**src/rtl/bcd_operand_entry.sv**
```systemverilog
// Front-panel BCD operand entry: cursor-edited digit array, sequential
// multiply-by-10 conversion into binary operands, valid/ready output.
module bcd_operand_entry #(
  parameter int NUM_DIGITS   = 8,
  parameter int NUM_OPERANDS = 2,
  parameter int OUT_WIDTH    = 32,
  parameter bit WRAP         = 1'b1
) (
  input  logic                                clk,
  input  logic                                rst_n,
  input  logic                                btn_up,
  input  logic                                btn_down,
  input  logic                                btn_left,
  input  logic                                btn_right,
  input  logic                                btn_clr,
  input  logic                                go,
  input  logic                                op_ready,
  output logic [$clog2(NUM_DIGITS)-1:0]       cursor,
  output logic [4*NUM_DIGITS-1:0]             digits,
  output logic [NUM_OPERANDS*OUT_WIDTH-1:0]   operands,
  output logic                                op_valid,
  output logic                                busy
);

  localparam int D  = NUM_DIGITS / NUM_OPERANDS;
  localparam int CW = $clog2(NUM_DIGITS);
  localparam int NW = $clog2(NUM_DIGITS + 1);
  localparam int GW = (NUM_OPERANDS > 1) ? $clog2(NUM_OPERANDS) : 1;
  localparam int PW = (D > 1) ? $clog2(D) : 1;

  typedef enum logic [1:0] {S_IDLE, S_CONV, S_VALID} state_t;

  state_t                 state_q, state_d;
  logic [CW-1:0]          cursor_q, cursor_d;
  logic [3:0]             digits_q [NUM_DIGITS];
  logic [3:0]             digits_d [NUM_DIGITS];
  logic [OUT_WIDTH-1:0]   ops_q [NUM_OPERANDS];
  logic [OUT_WIDTH-1:0]   ops_d [NUM_OPERANDS];
  logic [NW-1:0]          cnt_q, cnt_d;
  logic [PW-1:0]          fpos_q, fpos_d;
  logic [GW-1:0]          fgrp_q, fgrp_d;
  logic [3:0]             dig_q, dig_d;
  logic                   acc_en_q, acc_en_d;
  logic [GW-1:0]          acc_grp_q, acc_grp_d;
  logic [3:0]             cur_dig, new_dig;
  logic [CW-1:0]          fetch_idx;

  assign fetch_idx = CW'(NUM_DIGITS - 1) - cnt_q[CW-1:0];

  // Conversion is a two-stage pipe: fetch a digit into dig_q, then fold it
  // into its operand one cycle later, keeping the digit mux off the mul-add.
  always_comb begin
    state_d   = state_q;
    cursor_d  = cursor_q;
    digits_d  = digits_q;
    ops_d     = ops_q;
    cnt_d     = cnt_q;
    fpos_d    = fpos_q;
    fgrp_d    = fgrp_q;
    dig_d     = dig_q;
    acc_en_d  = acc_en_q;
    acc_grp_d = acc_grp_q;
    cur_dig   = digits_q[cursor_q];
    new_dig   = cur_dig;
    case (state_q)
      S_IDLE: begin
        if (btn_clr) begin
          for (int i = 0; i < NUM_DIGITS; i++) digits_d[i] = 4'd0;
          cursor_d = '0;
        end else begin
          if (btn_up)
            new_dig = (cur_dig == 4'd9) ? (WRAP ? 4'd0 : 4'd9) : cur_dig + 4'd1;
          else if (btn_down)
            new_dig = (cur_dig == 4'd0) ? (WRAP ? 4'd9 : 4'd0) : cur_dig - 4'd1;
          digits_d[cursor_q] = new_dig;
          if (btn_left)
            cursor_d = (cursor_q == CW'(NUM_DIGITS - 1)) ? '0 : cursor_q + 1'b1;
          else if (btn_right)
            cursor_d = (cursor_q == '0) ? CW'(NUM_DIGITS - 1) : cursor_q - 1'b1;
        end
        if (go) begin
          state_d  = S_CONV;
          for (int j = 0; j < NUM_OPERANDS; j++) ops_d[j] = '0;
          cnt_d    = '0;
          fpos_d   = '0;
          fgrp_d   = '0;
          acc_en_d = 1'b0;
        end
      end
      S_CONV: begin
        if (acc_en_q) begin
          for (int j = 0; j < NUM_OPERANDS; j++)
            if (acc_grp_q == GW'(j))
              ops_d[j] = (ops_q[j] << 3) + (ops_q[j] << 1) + OUT_WIDTH'(dig_q);
        end
        if (cnt_q == NW'(NUM_DIGITS)) begin
          acc_en_d = 1'b0;
          state_d  = S_VALID;
        end else begin
          dig_d     = digits_q[fetch_idx];
          acc_en_d  = 1'b1;
          acc_grp_d = fgrp_q;
          cnt_d     = cnt_q + 1'b1;
          if (fpos_q == PW'(D - 1)) begin
            fpos_d = '0;
            fgrp_d = fgrp_q + 1'b1;
          end else begin
            fpos_d = fpos_q + 1'b1;
          end
        end
      end
      S_VALID: begin
        if (op_ready) state_d = S_IDLE;
      end
      default: state_d = S_IDLE;
    endcase
  end

  always_ff @(posedge clk or negedge rst_n) begin
    if (!rst_n) begin
      state_q   <= S_IDLE;
      cursor_q  <= '0;
      for (int i = 0; i < NUM_DIGITS; i++) digits_q[i] <= 4'd0;
      for (int j = 0; j < NUM_OPERANDS; j++) ops_q[j] <= '0;
      cnt_q     <= '0;
      fpos_q    <= '0;
      fgrp_q    <= '0;
      dig_q     <= 4'd0;
      acc_en_q  <= 1'b0;
      acc_grp_q <= '0;
    end else begin
      state_q   <= state_d;
      cursor_q  <= cursor_d;
      digits_q  <= digits_d;
      ops_q     <= ops_d;
      cnt_q     <= cnt_d;
      fpos_q    <= fpos_d;
      fgrp_q    <= fgrp_d;
      dig_q     <= dig_d;
      acc_en_q  <= acc_en_d;
      acc_grp_q <= acc_grp_d;
    end
  end

  for (genvar g = 0; g < NUM_DIGITS; g++) begin : g_dig
    assign digits[4*g +: 4] = digits_q[g];
  end
  for (genvar g = 0; g < NUM_OPERANDS; g++) begin : g_ops
    assign operands[g*OUT_WIDTH +: OUT_WIDTH] = ops_q[g];
  end

  assign cursor   = cursor_q;
  assign op_valid = (state_q == S_VALID);
  assign busy     = (state_q != S_IDLE);

endmodule
```
**config.mk**
```make
export PLATFORM = sky130hd
export DESIGN_NAME = bcd_operand_entry
export DESIGN_NICKNAME = d
export VERILOG_FILES = /design/src/rtl/bcd_operand_entry.sv
export SDC_FILE = /design/constraint.sdc
export NUM_CORES = 1
export LEC_CHECK = 0
export CAP_MARGIN = 0
export CORE_MARGIN = 3
export CORE_UTILIZATION = 50
export CTS_BUF_LIST = sky130_fd_sc_hd__clkbuf_4 sky130_fd_sc_hd__clkbuf_8
export DETAILED_ROUTE_END_ITERATION = 6
export MAX_ROUTING_LAYER = met4
export PLACE_DENSITY_LB_ADDON = 0.08
export RECOVER_POWER = 50
export SLEW_MARGIN = 20
export SYNTH_ARGS = -nofsm -noshare
export SYNTH_HDL_FRONTEND = slang
export SYNTH_SLANG_ARGS = --single-unit
```
**constraint.sdc**
```tcl
create_clock -name clk -period 7.9 [get_ports clk]
set_clock_uncertainty 0.2 [all_clocks]
set_input_delay 0.79 -clock clk [delete_from_list [all_inputs] [get_ports clk]]
set_output_delay 0.79 -clock clk [all_outputs]
set_load 0.005 [all_outputs]
```
; ---- Word-level counts from Yosys, hierarchy flattened
; Index checks and enable logic that the tools add are counted.
[word_totals]
regBits = 114
inputBits = 9
[classes]
addsub = 12
n_lt_le_gt_ge = 3
n_eq_ne = 14
muxes = 43
bitwise_logic = 3
reduce_logical = 15
[op_table]
columns = operator, count
row1 = $mux 64, 2
row2 = $pmux 64 s2, 1
row3 = $mux 32, 3
row4 = $add 32x32->32, 2
row5 = $add 32x4->32, 2
row6 = $mux 4, 13
row7 = $bwmux 32, 1
row8 = $bmux 4 s3, 2
row9 = $ne 2x2->1 const B, 8
row10 = $mux 3, 5
row11 = $demux 4 s3, 1
row12 = $mux 2, 6
row13 = $reduce_and 4->1, 3
row14 = $add 4x1->4 const B, 2
row15 = $eq 4x4->1 const B, 2
row16 = $ge 4x4->1 const B, 2
row17 = $not 3->4, 2
row18 = $pmux 4 s2, 1
row19 = $pmux 2 s3, 1
row20 = $reduce_and 2->1, 3
row21 = $reduce_and 3->1, 2
row22 = $eq 2x2->1 const B, 2
row23 = $logic_not 4->1, 1
row24 = $lt 4x1->1 const B, 1
row25 = 17 further kinds, 22

; ---- Longest topological paths before layout
[depth]
ltp_word = 12
ltp_mapped = 13
ltp_nobuf = 12

; ---- Worst setup path before layout
; No wires, ideal clock.
[synth_timing]
path_type = flip-flop to flip-flop
start = register ops_q (netlist bit operands[0])
end = register ops_q (netlist bit operands[29])
setup_ns = 0.122
arrival_ns = 2.959
setup_slack_ns = 4.620
path_stages_with_launch = 13
n_path_buf = 0
synth_period_minus_slack_ns = 3.280
path_cell_list = dfrtp_1 -> inv_1 -> fa_1 -> inv_1 -> ha_1 -> a211oi_1 -> o21a_1 -> or4_1 -> a21o_1 -> nand4_1 -> and3_1 -> o21ai_0 -> a32o_1
[synth_between]
elab_chain_cells = 5
[synth_rtl]
columns = element, line
row1 = "start, declared", 37  ; logic [OUT_WIDTH-1:0] ops_q [NUM_OPERANDS];
row2 = "start signal, assigned", 135  ; ops_q <= ops_d;
row3 = $add 32x32->32, 94  ; ops_d[j] = (ops_q[j] << 3) + (ops_q[j] << 1) + OUT_WIDTH'(dig_q);
row4 = $add 32x4->32, 94
row5 = $mux 32, 93  ; if (acc_grp_q == GW'(j))
row6 = $mux 64, 91  ; if (acc_en_q) begin
row7 = $pmux 64 s2, 65  ; case (state_q)
; Every way passes these cells. The select of a mux whose other input is x is not followed.
; A chain may end at the register's enable or synchronous reset.

; ---- Worst setup path in the final report
[layout_timing]
start = register state_q[0]
end = register ops_q (netlist bit operands[31])
[layout_between]
elab_chain_cells = 3
word_cells_on_any_way = 8
[layout_rtl]
columns = element, line
row1 = "start, declared", 33  ; state_t state_q, state_d;
row2 = "start signal, assigned", 132  ; state_q <= state_d;
row3 = $eq 2x1->1 or $logic_not 2->1 (tied branches), 65
row4 = $ne 2x2->1 (no source line) or $reduce_bool 2->1 (tied branches), n/a
row5 = $reduce_and 4->1 (no source line), n/a
; Parallel ways exist; a longest one is shown, timed or not.

==> out/results.tsv <==
metric	value	unit
IO Pins	110	
area occupied by multi-input gates	0.00598	mm2
pin count of the biggest net entering global routing	69	
Peak VDD IR	170	uV
drt initial violations	420	
met3 usage	0.0431	
failing checks	max-capacitance violations, max-slew violations	
worst skew pair latency	0.44	ns
routability cong.	0.895	
worst hold endpoint	dig_q[3]	
mean area per synthesized cell	9.05	um2
Layout fillers	1596	
port buffer count	109	
Avg Vias per Cell	5.96	
top post-synthesis cells by area	dfrtp_1 (31%), ha_1 (17%), o21ai_0 (5.7%)	
die area	0.0200	mm2
async set-reset flop share out of synthesis	1.00	
Fmax	259	MHz
HP Start	dig_q[3]	
RSZ-0062 raised after global routing	no	
Final ANT Viol Nets	0	
WL per Instance	17.4	um
grt met2 use	0.378	
Max-Cap Viols	2	
n_diodes	0	
clk sinks	114	
Slew @ Worst Pin	2.63	ns
Setup Buffers After CTS	0	
Final period util	0.489	
Die Ht	142	um
register area	0.00285	mm2
commonest cells in the netlist	nand2_1 (137), ha_1 (125), dfrtp_1 (114)	
detailed-router iteration count before antenna repair	6	
GRT overflow	0	
Worst R2R Setup Slack	4.04	ns
number of synthesized register bits	114	
GR Util All Layers	0.244	
H-tree Lvls	4	
Final Max Tran Viols	91	
chip width	142	um
setup TNS	0	ns
Hold Vio Cnt, Final	0	
final setup vio count	0	
Crit-path slowest cell	clkbuf_1	
Min-Delay Path Class	flop to flop	
cell row count	48	
Worst R2R Start	state_q[0]	
CP required	8.01	ns
synth unique cells	80	
synthesis-to-finish area growth	17.4	%
hpwl dp	17200	um
classification of the worst setup path	flop to flop	
top cell type's share of synthesized area	0.311	
leak pwr	5.22	nW
min Tclk post-route	3.86	ns
syn nets	1152	
# nets final	1243	
worst relative slew slack	-0.754	
crit path buf inv count	2	
number of global-route vias before repair	7686	
Startpoint Class	flop	
CTS root buf	clkbuf_8	
FF-to-FF path depth	9	
crit-path cells	clkinv_1 -> nand2_1 -> a21o_1 -> clkbuf_1 -> nor2_1 -> nand3_1 -> o41ai_1 -> a21oi_1 -> o211ai_1	
Worst EP arrival	3.97	ns
leading area contributor after synthesis	dfrtp_1	
first-pass GRT wire length	38900	um
# DRC	0	
EDFF count, synth	0	
Core ar.	0.0177	mm2
CTS tree	yes	
CP delay by family, top	buffers and inverters	
Final Core Density	0.610	
most common cell in the netlist	nand2_1	
cts bufs inserted	17	
Synth Cell Area	0.00918	mm2
Reg-to-Reg End	operands[31]	
cell area power density	350	mW/mm2
GR peak layer	met2	
Max clock buf depth	2	
hold slack	0.287	ns
met1 usage	0.339	
CTS clk-pin slew, worst paths	0.07	ns
top_reg_cell synth	dfrtp_1	
Max FO, Critical Path	42	
CP Capture Type	flop	
cts repair resizes	0	
via count of the routed design	8001	
crit-path max cell delay	1.35	ns
CTS Hold Bufs	0	
starting density of the core	0.520	
status	finished with violations	
hold depth	2	
Mapped Cells	1014	
sequential share of the synthesized area	0.311	
fraction of layout cells with a size suffix above 1	0.0591	
DRT Wirelength	23400	um
initial antenna violation count	0	
Ys Warns	0	
-- per-layer routing --
metal  part of all wire  vias up
met5                  0        -
met4              0.012        0
met3              0.049       24
met2               0.46      217
met1               0.48     3832
li1                   -     3928
-- worst max path at each step --
| stage | startpoint | end | slack [ns] | depth (start not counted) |
|---|---|---|---|---|
| finish | state_q[0] | operands[31] | 4.04 | 9 |
| global route | state_q[0] | operands[31] | 3.65 | 9 |
| CTS | state_q[0] | busy | 4.14 | 3 |
| detailed placement | operands[32] | operands[61] | 4.28 | 12 |
| global placement | operands[0] | operands[29] | 4.38 | 12 |
| floorplan | operands[0] | operands[29] | 4.62 | 12 |
-- power by group --
part	internal, mW	leakage [nW]	switching [mW]	total (mW)
combinational	0.965	3.49	1.15	2.11
clock	0.300	0.202	0.253	0.554
sequential	0.785	1.52	0.322	1.11
total	2.05	5.22	1.72	3.77
-- worst reg2reg max path: cells and delay by family, from the launching register on --
family,cells,cell delay [ns]
buf+inv,2,1.74
simple gates,3,0.72
flops,1,0.59
compound gates,4,0.49
-- layout by cell type (no fill, tap or decap), types with 5 or more instances in the layout --
cell type        netlist  layout
o21a_1                 7       7
nand2b_1               8       8
and3_1                13      13
nor2b_1                8       8
xnor2_1               24      24
mux4_2                 9       9
dfrtp_1              114     114
mux2i_1               21      21
nand2_1              137     137
o211ai_1               5       5
a21o_1                28      28
nand4_1               11      11
xor2_1                24      24
nor3_1                17      17
a22o_1                15      15
mux2_2                 6       6
a31oi_1                6       6
a22oi_1                5       5
o21bai_1              10      10
a21oi_1               58      58
ha_1                 125     125
clkdlybuf4s50_1        0      75
clkinv_2               0       5
o21ai_0              105     105
or3_1                  6       6
inv_1                 41      41
a211oi_1              10      10
nor2_1                29      29
o21ai_1               14      14
nand3_1               27      27
clkbuf_8               0      19
dlygate4sd3_1          0      33
a211o_1                5       5
o31ai_1                6       6
-- cell type report --
| type | count | share of cell area |
|---|---|---|
| clock buffer | 21 | 0.0257 |
| clock inverter | 10 | 0.0102 |
| inverter | 44 | 0.0153 |
| multi-input combinational | 815 | 0.555 |
| sequential | 114 | 0.265 |
| tap | 225 | 0.0261 |
| timing repair buffer | 113 | 0.103 |
-- sequential cells by signal, indices dropped and copies added (netlist names), 2 cells and up --
signal / cells
operands: 64
digits: 32
cnt_q: 4
dig_q: 4
cursor: 3
fpos_q: 2
state_q: 2
-- through the flow --
stage               std cells  setup WS [ns]  total power, mW  instance area [um2]
floorplan                1014           4.62             2.46                 9180
global placement         1311           4.38             3.21                10400
detailed placement       1311           4.28             3.25                10400
CTS                      1342           4.14             3.81                10800
global route             1342           3.65             4.10                10800
finish                   1342           4.04             3.77                10800
-- kinds of logic after synthesis --
family	share of synthesized area
mux	0.0523
buf+inv	0.0376
fa+ha+maj	0.179
xor+xnor	0.0458
compound gates	0.230
simple gates	0.145
flops	0.311
No activity file was read; power rests on OpenSTA's default activity.
